`config.mk`:
```
export PLATFORM = sky130hd
export DESIGN_NAME = usb_hosttrsac
export DESIGN_NICKNAME = d
export VERILOG_FILES = /design/src/rtl/usb_hosttrsac_pkg.sv /design/src/rtl/usb_hosttrsac_crc5.sv /design/src/rtl/usb_hosttrsac.sv
export SDC_FILE = /design/constraint.sdc
export NUM_CORES = 1
export LEC_CHECK = 0
export CAP_MARGIN = 10
export CORE_MARGIN = 10
export CORE_UTILIZATION = 53
export CTS_BUF_LIST = sky130_fd_sc_hd__clkbuf_4 sky130_fd_sc_hd__clkbuf_8 sky130_fd_sc_hd__clkbuf_16
export DETAILED_ROUTE_END_ITERATION = 16
export GPL_TIMING_DRIVEN = 0
export PLACE_DENSITY = 0.95
export SLEW_MARGIN = 0
export SYNTH_ARGS = -nofsm -noshare
export SYNTH_HDL_FRONTEND = slang
export SYNTH_HIERARCHICAL = 1
export SYNTH_SLANG_ARGS = --single-unit
export TNS_END_PERCENT = 50
```
`constraint.sdc`:
```
create_clock -name clk -period 6.33 [get_ports clk]
set_input_delay 0.633 -clock clk [delete_from_list [all_inputs] [get_ports clk]]
set_output_delay 0.633 -clock clk [all_outputs]
set_load 0.05 [all_outputs]
```
`src/rtl/usb_hosttrsac_pkg.sv`:
```
// usb_hosttrsac_pkg: PID, request-type and status codes plus FSM states for the host transaction engine
package usb_hosttrsac_pkg;
    localparam logic [3:0] PID_OUT   = 4'b0001;
    localparam logic [3:0] PID_IN    = 4'b1001;
    localparam logic [3:0] PID_SETUP = 4'b1101;
    localparam logic [3:0] PID_DATA0 = 4'b0011;
    localparam logic [3:0] PID_DATA1 = 4'b1011;
    localparam logic [3:0] PID_ACK   = 4'b0010;
    localparam logic [3:0] PID_NAK   = 4'b1010;
    localparam logic [3:0] PID_STALL = 4'b1110;
    localparam logic [1:0] REQ_OUT   = 2'd0;
    localparam logic [1:0] REQ_IN    = 2'd1;
    localparam logic [1:0] REQ_SETUP = 2'd2;
    localparam logic [1:0] REQ_RSV   = 2'd3;
    localparam logic [2:0] ST_ACK        = 3'd0;
    localparam logic [2:0] ST_NAK        = 3'd1;
    localparam logic [2:0] ST_STALL      = 3'd2;
    localparam logic [2:0] ST_TIMEOUT    = 3'd3;
    localparam logic [2:0] ST_ERR        = 3'd4;
    localparam logic [2:0] ST_DATA_OK    = 3'd5;
    localparam logic [2:0] ST_TOGGLE_ERR = 3'd6;
    typedef enum logic [3:0] {
        S_IDLE, S_TOK, S_TOK0, S_TOK1, S_DSTART, S_DATA,
        S_WAIT_HS, S_WAIT_DATA, S_RX_DATA, S_ACK, S_ACK_END, S_DONE
    } state_t;
endpackage

```
`src/rtl/usb_hosttrsac_crc5.sv`:
```
// usb_crc5: combinational USB token CRC5 over {endp,addr}, already ordered for token byte 2 bits [7:3]
module usb_crc5 (
    input  logic [10:0] d,
    output logic [4:0]  crc
);
    logic [4:0] c;
    always_comb begin
        c = 5'h1f;
        for (int i = 0; i < 11; i++)
            c = {c[3:0], 1'b0} ^ ((d[i] ^ c[4]) ? 5'h05 : 5'h00);
        crc = ~{c[0], c[1], c[2], c[3], c[4]};
    end
endmodule

```
`src/rtl/usb_hosttrsac.sv`:
```
// usb_hosttrsac: host-side USB FS transaction engine running one OUT/IN/SETUP per request.
// Define HOSTTRSAC_RETRY_EN to re-run NAK/TIMEOUT/ERR outcomes up to RETRY_MAX times (adds retry_cnt).
module usb_hosttrsac
    import usb_hosttrsac_pkg::*;
#(
    parameter int TIMEOUT_CYCLES = 18,
    parameter int DATA_MAXSIZE   = 64
`ifdef HOSTTRSAC_RETRY_EN
    , parameter int RETRY_MAX    = 3
`endif
) (
    input  logic       clk,
    input  logic       rst0_async,
    input  logic       req_valid,
    output logic       req_ready,
    input  logic [1:0] req_type,
    input  logic [6:0] req_addr,
    input  logic [3:0] req_endp,
    input  logic       req_toggle,
    input  logic [7:0] txd_data,
    input  logic       txd_valid,
    input  logic       txd_last,
    output logic       txd_ready,
    output logic [7:0] rxd_data,
    output logic       rxd_valid,
    output logic       rxd_last,
    output logic       done,
    output logic [2:0] status,
    output logic [3:0] ptx_pid,
    output logic       ptx_start,
    output logic [7:0] ptx_data,
    output logic       ptx_valid,
    output logic       ptx_last,
    input  logic       ptx_ready,
    input  logic       prx_start,
    input  logic [3:0] prx_pid,
    input  logic [7:0] prx_data,
    input  logic       prx_valid,
    input  logic       prx_end,
    input  logic       prx_err
`ifdef HOSTTRSAC_RETRY_EN
    , output logic [1:0] retry_cnt
`endif
);
    state_t     state, state_d;
    logic [1:0] r_type;
    logic [6:0] r_addr;
    logic [3:0] r_endp;
    logic       r_tog;
    logic [4:0] crc5;
    logic [7:0] cnt, bcnt, rbuf;
    logic       buf_full, tog_err, fin, retry, tmo, is_data;
    logic [2:0] fin_st;
    logic [3:0] pid_tok, pid_dat;

    usb_crc5 u_crc5 (.d({r_endp, r_addr}), .crc(crc5));

    assign pid_tok = r_type == REQ_OUT ? PID_OUT : r_type == REQ_IN ? PID_IN : PID_SETUP;
    assign pid_dat = (r_type == REQ_SETUP || !r_tog) ? PID_DATA0 : PID_DATA1;
    assign tmo     = cnt == 8'(TIMEOUT_CYCLES);
    assign is_data = prx_pid == PID_DATA0 || prx_pid == PID_DATA1;

    always_ff @(posedge clk or negedge rst0_async)
        if (!rst0_async) state <= S_IDLE;
        else state <= state_d;

    always_comb begin
        state_d   = state;
        fin       = 1'b0;
        fin_st    = ST_ERR;
        retry     = 1'b0;
        req_ready = 1'b0;
        txd_ready = 1'b0;
        ptx_pid   = 4'd0;
        ptx_start = 1'b0;
        ptx_data  = 8'd0;
        ptx_valid = 1'b0;
        ptx_last  = 1'b0;
        done      = 1'b0;
        case (state)
            S_IDLE: begin
                req_ready = rst0_async;
                if (req_valid) begin
                    state_d = S_TOK;
                    fin     = req_type == REQ_RSV;
                end
            end
            S_TOK: begin
                ptx_start = 1'b1;
                ptx_pid   = pid_tok;
                state_d   = S_TOK0;
            end
            S_TOK0: begin
                ptx_pid   = pid_tok;
                ptx_valid = 1'b1;
                ptx_data  = {r_endp[0], r_addr};
                if (ptx_ready) state_d = S_TOK1;
            end
            S_TOK1: begin
                ptx_pid   = pid_tok;
                ptx_valid = 1'b1;
                ptx_last  = 1'b1;
                ptx_data  = {crc5, r_endp[3:1]};
                if (ptx_ready) state_d = r_type == REQ_IN ? S_WAIT_DATA : S_DSTART;
            end
            S_DSTART: begin
                ptx_start = 1'b1;
                ptx_pid   = pid_dat;
                state_d   = S_DATA;
            end
            S_DATA: begin
                // payload streams straight through; a txd_last without txd_valid is a zero-length packet
                ptx_pid   = pid_dat;
                txd_ready = ptx_ready;
                ptx_data  = txd_data;
                ptx_valid = txd_valid;
                ptx_last  = txd_last;
                if (txd_last && (ptx_ready || !txd_valid)) state_d = S_WAIT_HS;
            end
            S_WAIT_HS: begin
                fin    = tmo || prx_err || prx_start;
                fin_st = tmo ? ST_TIMEOUT : prx_err ? ST_ERR : prx_pid == PID_ACK ? ST_ACK :
                         prx_pid == PID_NAK ? ST_NAK : prx_pid == PID_STALL ? ST_STALL : ST_ERR;
            end
            S_WAIT_DATA: begin
                fin    = tmo || prx_err || (prx_start && !is_data);
                fin_st = tmo ? ST_TIMEOUT : prx_err ? ST_ERR : prx_pid == PID_NAK ? ST_NAK :
                         prx_pid == PID_STALL ? ST_STALL : ST_ERR;
                if (prx_start && !fin) state_d = S_RX_DATA;
            end
            S_RX_DATA: begin
                fin = prx_err || (prx_valid && bcnt == 8'(DATA_MAXSIZE));
                if (prx_end && !fin) state_d = S_ACK;
            end
            S_ACK: begin
                ptx_start = 1'b1;
                ptx_pid   = PID_ACK;
                state_d   = S_ACK_END;
            end
            S_ACK_END: begin
                ptx_pid  = PID_ACK;
                ptx_last = 1'b1;
                fin      = 1'b1;
                fin_st   = tog_err ? ST_TOGGLE_ERR : ST_DATA_OK;
            end
            S_DONE: begin
                done    = 1'b1;
                state_d = S_IDLE;
            end
            default: state_d = S_IDLE;
        endcase
`ifdef HOSTTRSAC_RETRY_EN
        retry = fin && state != S_IDLE && 32'(retry_cnt) < RETRY_MAX &&
                (fin_st == ST_NAK || fin_st == ST_TIMEOUT || fin_st == ST_ERR);
`endif
        if (fin) state_d = retry ? S_TOK : S_DONE;
    end

    always_ff @(posedge clk or negedge rst0_async)
        if (!rst0_async) begin
            r_type    <= 2'd0;
            r_addr    <= 7'd0;
            r_endp    <= 4'd0;
            r_tog     <= 1'b0;
            cnt       <= 8'd0;
            bcnt      <= 8'd0;
            rbuf      <= 8'd0;
            buf_full  <= 1'b0;
            tog_err   <= 1'b0;
            status    <= 3'd0;
            rxd_data  <= 8'd0;
            rxd_valid <= 1'b0;
            rxd_last  <= 1'b0;
`ifdef HOSTTRSAC_RETRY_EN
            retry_cnt <= 2'd0;
`endif
        end else begin
            rxd_valid <= 1'b0;
            rxd_last  <= 1'b0;
            cnt       <= (state == S_WAIT_HS || state == S_WAIT_DATA) ? cnt + 8'd1 : 8'd0;
            if (state == S_IDLE && req_valid) begin
                r_type <= req_type;
                r_addr <= req_addr;
                r_endp <= req_endp;
                r_tog  <= req_toggle;
            end
            if (fin && !retry) status <= fin_st;
            if (state == S_WAIT_DATA) tog_err <= prx_pid != (r_tog ? PID_DATA1 : PID_DATA0);
            // one-byte holding register lets the final byte be tagged rxd_last once prx_end arrives
            if (state != S_RX_DATA) begin
                bcnt     <= 8'd0;
                buf_full <= 1'b0;
            end else if (!fin) begin
                if (prx_valid) begin
                    rbuf      <= prx_data;
                    buf_full  <= 1'b1;
                    bcnt      <= bcnt + 8'd1;
                    rxd_valid <= buf_full && !tog_err;
                    rxd_data  <= rbuf;
                end else if (prx_end) begin
                    rxd_valid <= buf_full && !tog_err;
                    rxd_last  <= buf_full && !tog_err;
                    rxd_data  <= rbuf;
                end
            end
`ifdef HOSTTRSAC_RETRY_EN
            if (state == S_IDLE && req_valid) retry_cnt <= 2'd0;
            else if (retry) retry_cnt <= retry_cnt + 2'd1;
`endif
        end
endmodule
```
==> summary.md <==
| Metric | Value |
|---|---|
| 1st-pass router iterations | `6` |
| Setup CP Type | `flip-flop to output pin` |
| Area after DPL | `4039 um^2` |
| Post-synth top area cell | `dfrtp_1` |
| CP endpoint kind | `output pin` |
| Adder-cell share of the synthesized area | `0.01569` |
| Mux cell area share after synthesis | `0.1259` |
| Post-synth EDFFs | `0` |
| Vias/cell | `5.903` |
| Setup Skew | `8.122 ps` |
| Total number of yosys warnings | `6` |
| Starting Density | `0.5419` |
| Top cell type's share of synthesized area | `0.4472` |
| Clock buffer depth | `2` |
| Xor and xnor area share after synthesis | `0.08984` |
| Area Growth Syn to Fin | `32.33%` |
| Launching point of the worst reg2reg path | `cnt[0]$_DFF_PN0_` |
| Core Area | `5886 um^2` |
| Compound-Gate Fraction of Synth Area | `0.1224` |
| Most area-consuming cells after synthesis | `dfrtp_1 (45%), mux2_2 (12%), xor2_1 (3.6%)` |
| Drt total wl | `8.627 mm` |
| Largest family of logic cells by synthesized area | `simple AND/OR/NAND/NOR gates` |
| CTS tree | `built` |
| Post-synth top flop | `dfrtp_1` |
| Post-DRT Antenna Nets | `0` |
| Initial antenna violation count | `0` |
| Post-synth ARST share | `1.000` |
| Static leakage | `1.796 nW` |
| Antenna Cells | `0` |
| GP Congestion | `0.9171` |
| First-pass GRT wire length | `14.37 mm` |
| Status | `finished clean` |
| GR met3 Demand/Resource | `0.06686` |
| CP top delay family | `buffers and inverters` |
| Synth cell types | `59` |
| Sequential area share after synthesis | `0.4472` |
| Clock-pin slew on the worst setup and hold paths | `70 ps` |
| GR peak layer | `met2` |
| Crit path cell chain | `clkbuf_1, nor3_1, a222oi_1, inv_1, clkdlybuf4s50_1` |
| Number of fill cells in the layout | `397` |
| Slew Limit Fails | `0` |
| Required time of the worst setup path | `5700 ps` |
| Buf/Inv on CP | `3` |
| Clock Latency Late Sink | `340 ps` |
| Final setup TNS | `0 ps` |
| Largest net degree at the start of global routing | `35` |
| Clock sink total | `57` |
| Top-Level Pins | `75` |
| Die Ht | `97.57 um` |
| Rows | `28` |
| Post-Synth Simple-Gate Area | `0.1616` |
| Design area | `4220 um^2` |
| Die width | `97.57 um` |
| GRT overflow | `0` |
| Most instantiated cells after synthesis | `dfrtp_1 (57), mux2_2 (33), nor2_1 (28)` |
| Share of cells above drive strength 1 | `0.1830` |
| Cells after Synth | `297` |
| Final period utilization | `0.6032` |
| Vias in the first global route | `2,886` |
| M1 GR Usage | `0.1940` |
| Pwr dens | `549.6 nW/um^2` |
| Crit path max fanout | `10` |
| Slew Limit Headroom | `0.3122` |
| DP HPWL | `6.594 mm` |
| RSZ-0062 raised after global routing | `no` |
| WL per Instance | `18.63 um` |
| Die area | `9520 um^2` |
| Crit path launch | `state[3]$_DFFE_PN0P_` |
| Worst path arrival time | `3190 ps` |
| Flops & latches, synth | `57` |
| # placed instances | `447` |
| Max Cap Viol | `0` |
| Tightest Pin Transition | `1024 ps` |
| Fin. Hold Viols | `0` |
| H-Tree Level Count | `3` |
| Hold_buf cts | `0` |
| Critical path launch point type | `flip-flop` |
| Final non-filler cell total | `463` |
| Post-Syn Area | `3189 um^2` |
| Met2 Use GR | `0.3066` |
| Global Route Usage Sum | `0.1834` |
| DR vias | `2,733` |
| CP max stage delay | `890 ps` |
| Root Driver | `clkbuf_8` |
| Inserted Clock Buffers | `9` |
| Crit path time final | `3818 ps` |
| Slowest stage cell, crit path | `nor3_1` |
| VDD IR max | `491.6 uV` |
| Syn nets | `345` |
| Nets | `431` |
| Initial drt markers | `221` |
| Post-cts resize count | `0` |
| F_max | `261.9 MHz` |
| Syn avg cell area | `10.74 um^2` |
| DRC violations left | `0` |
| HP Class | `input port to asynchronous set/reset pin` |
| Setup Fix Bufs, Post-CTS | `0` |
| I/O Buffers | `74` |
| Most common cell in the netlist | `dfrtp_1` |
| Setup violators final | `0` |
[report_power, final]
group	switching, W	internal [W]	leakage (nW)
clock	0.000154	0.000152	0.0805
combinational	0.000834	0.000584	0.982
sequential	0.000111	0.000485	0.734
total	0.00110	0.00122	1.80
[cell families (layout without fill, tap and decap cells)]
| family | count (synthesis) | count (layout) |
|---|---|---|
| AND/OR/NAND/NOR | 93 | 93 |
| flip-flops | 57 | 57 |
| AO/OA/AOI/OAI | 52 | 52 |
| multiplexers | 36 | 36 |
| buffers and inverters | 28 | 119 |
| XOR/XNOR | 27 | 27 |
| adder cells (fa/ha/maj) | 4 | 4 |
[flip-flops by register name (all words and copies together) (netlist names)]
signal	count
buf_full	1
bcnt	8
status	3
rxd_last	1
r_tog	1
tog_err	1
rxd_valid	1
rbuf	8
r_addr	7
rxd_data	8
state	4
r_endp	4
cnt	8
r_type	2
[final timing paths]
path	slack (ps)	cells after the start	to
setup / recovery	2510	5	ptx_data[4]
setup reg to reg	3810	6	status[1]$_DFFE_PN0P_
hold reg to reg	490	2	buf_full$_DFFE_PN0P_
hold / removal	290	1	r_addr[2]$_DFFE_PN0P_
min in group clk	490	2	buf_full$_DFFE_PN0P_
max in group asynchronous	5470	2	buf_full$_DFFE_PN0P_
[area by class of cell]
cell class	count	area, um^2	area share
Multi-Input combinational cell	212	1644	0.3896
Clock inverter	6	43.79	0.01038
Timing Repair Buffer	75	755.7	0.1791
Inverter	17	63.81	0.01512
Clock buffer	10	137.6	0.03261
Buffer	11	55.05	0.01304
Sequential cell	57	1426	0.3380
Tap cell	75	93.84	0.02224
[layer usage]
| layer | up-vias | share of wire |
|---|---|---|
| met2 | 127 | 0.51 |
| li1 | 1255 | - |
| met5 | - | 0 |
| met4 | 0 | 0.040 |
| met3 | 31 | 0.073 |
| met1 | 1320 | 0.37 |
[layout by cell type (no fill, tap or decap), types with 3 or more instances in the layout]
cell,instances
a21oi_1,6
nand4_1,3
clkbuf_8,10
nor3_1,6
clkdlybuf4s50_1,73
mux2i_1,3
buf_2,3
clkinvlp_4,4
clkbuf_1,5
and3_1,3
o31ai_1,5
o211ai_1,6
and2_1,3
nor2_1,28
dfrtp_1,57
o21ai_0,10
a222oi_1,8
nor2b_1,4
xnor2_1,9
nand2_1,14
a31oi_1,3
xor2_1,13
mux2_2,33
ha_1,4
nand3_1,9
inv_1,17
buf_4,3
[worst register-to-register path, delay by kind of cell (launching register included)]
| kind | cells | cell delay, ps |
|---|---|---|
| DFF | 1 | 440 |
| and+or+nand+nor | 1 | 570 |
| AOI/OAI and AO/OA | 2 | 700 |
| adders and majority gates | 1 | 210 |
| muxes | 1 | 410 |
| buffers and inverters | 1 | 70 |
[per-stage QoR]
step           power (W)  utilization  hold slack (ps)  setup WS [ps]
2_1_floorplan   0.001597            -            337.4           3575
3_3_place_gp    0.001957       0.6837            468.5           1583
3_5_place_dp    0.002009       0.6862            477.9           2950
4_1_cts         0.002325       0.7170            296.6           2544
5_1_grt         0.002454       0.7170            316.6           2351
6_report        0.002320       0.7170            288.8           2512
Power figures use the tool's default switching activity.
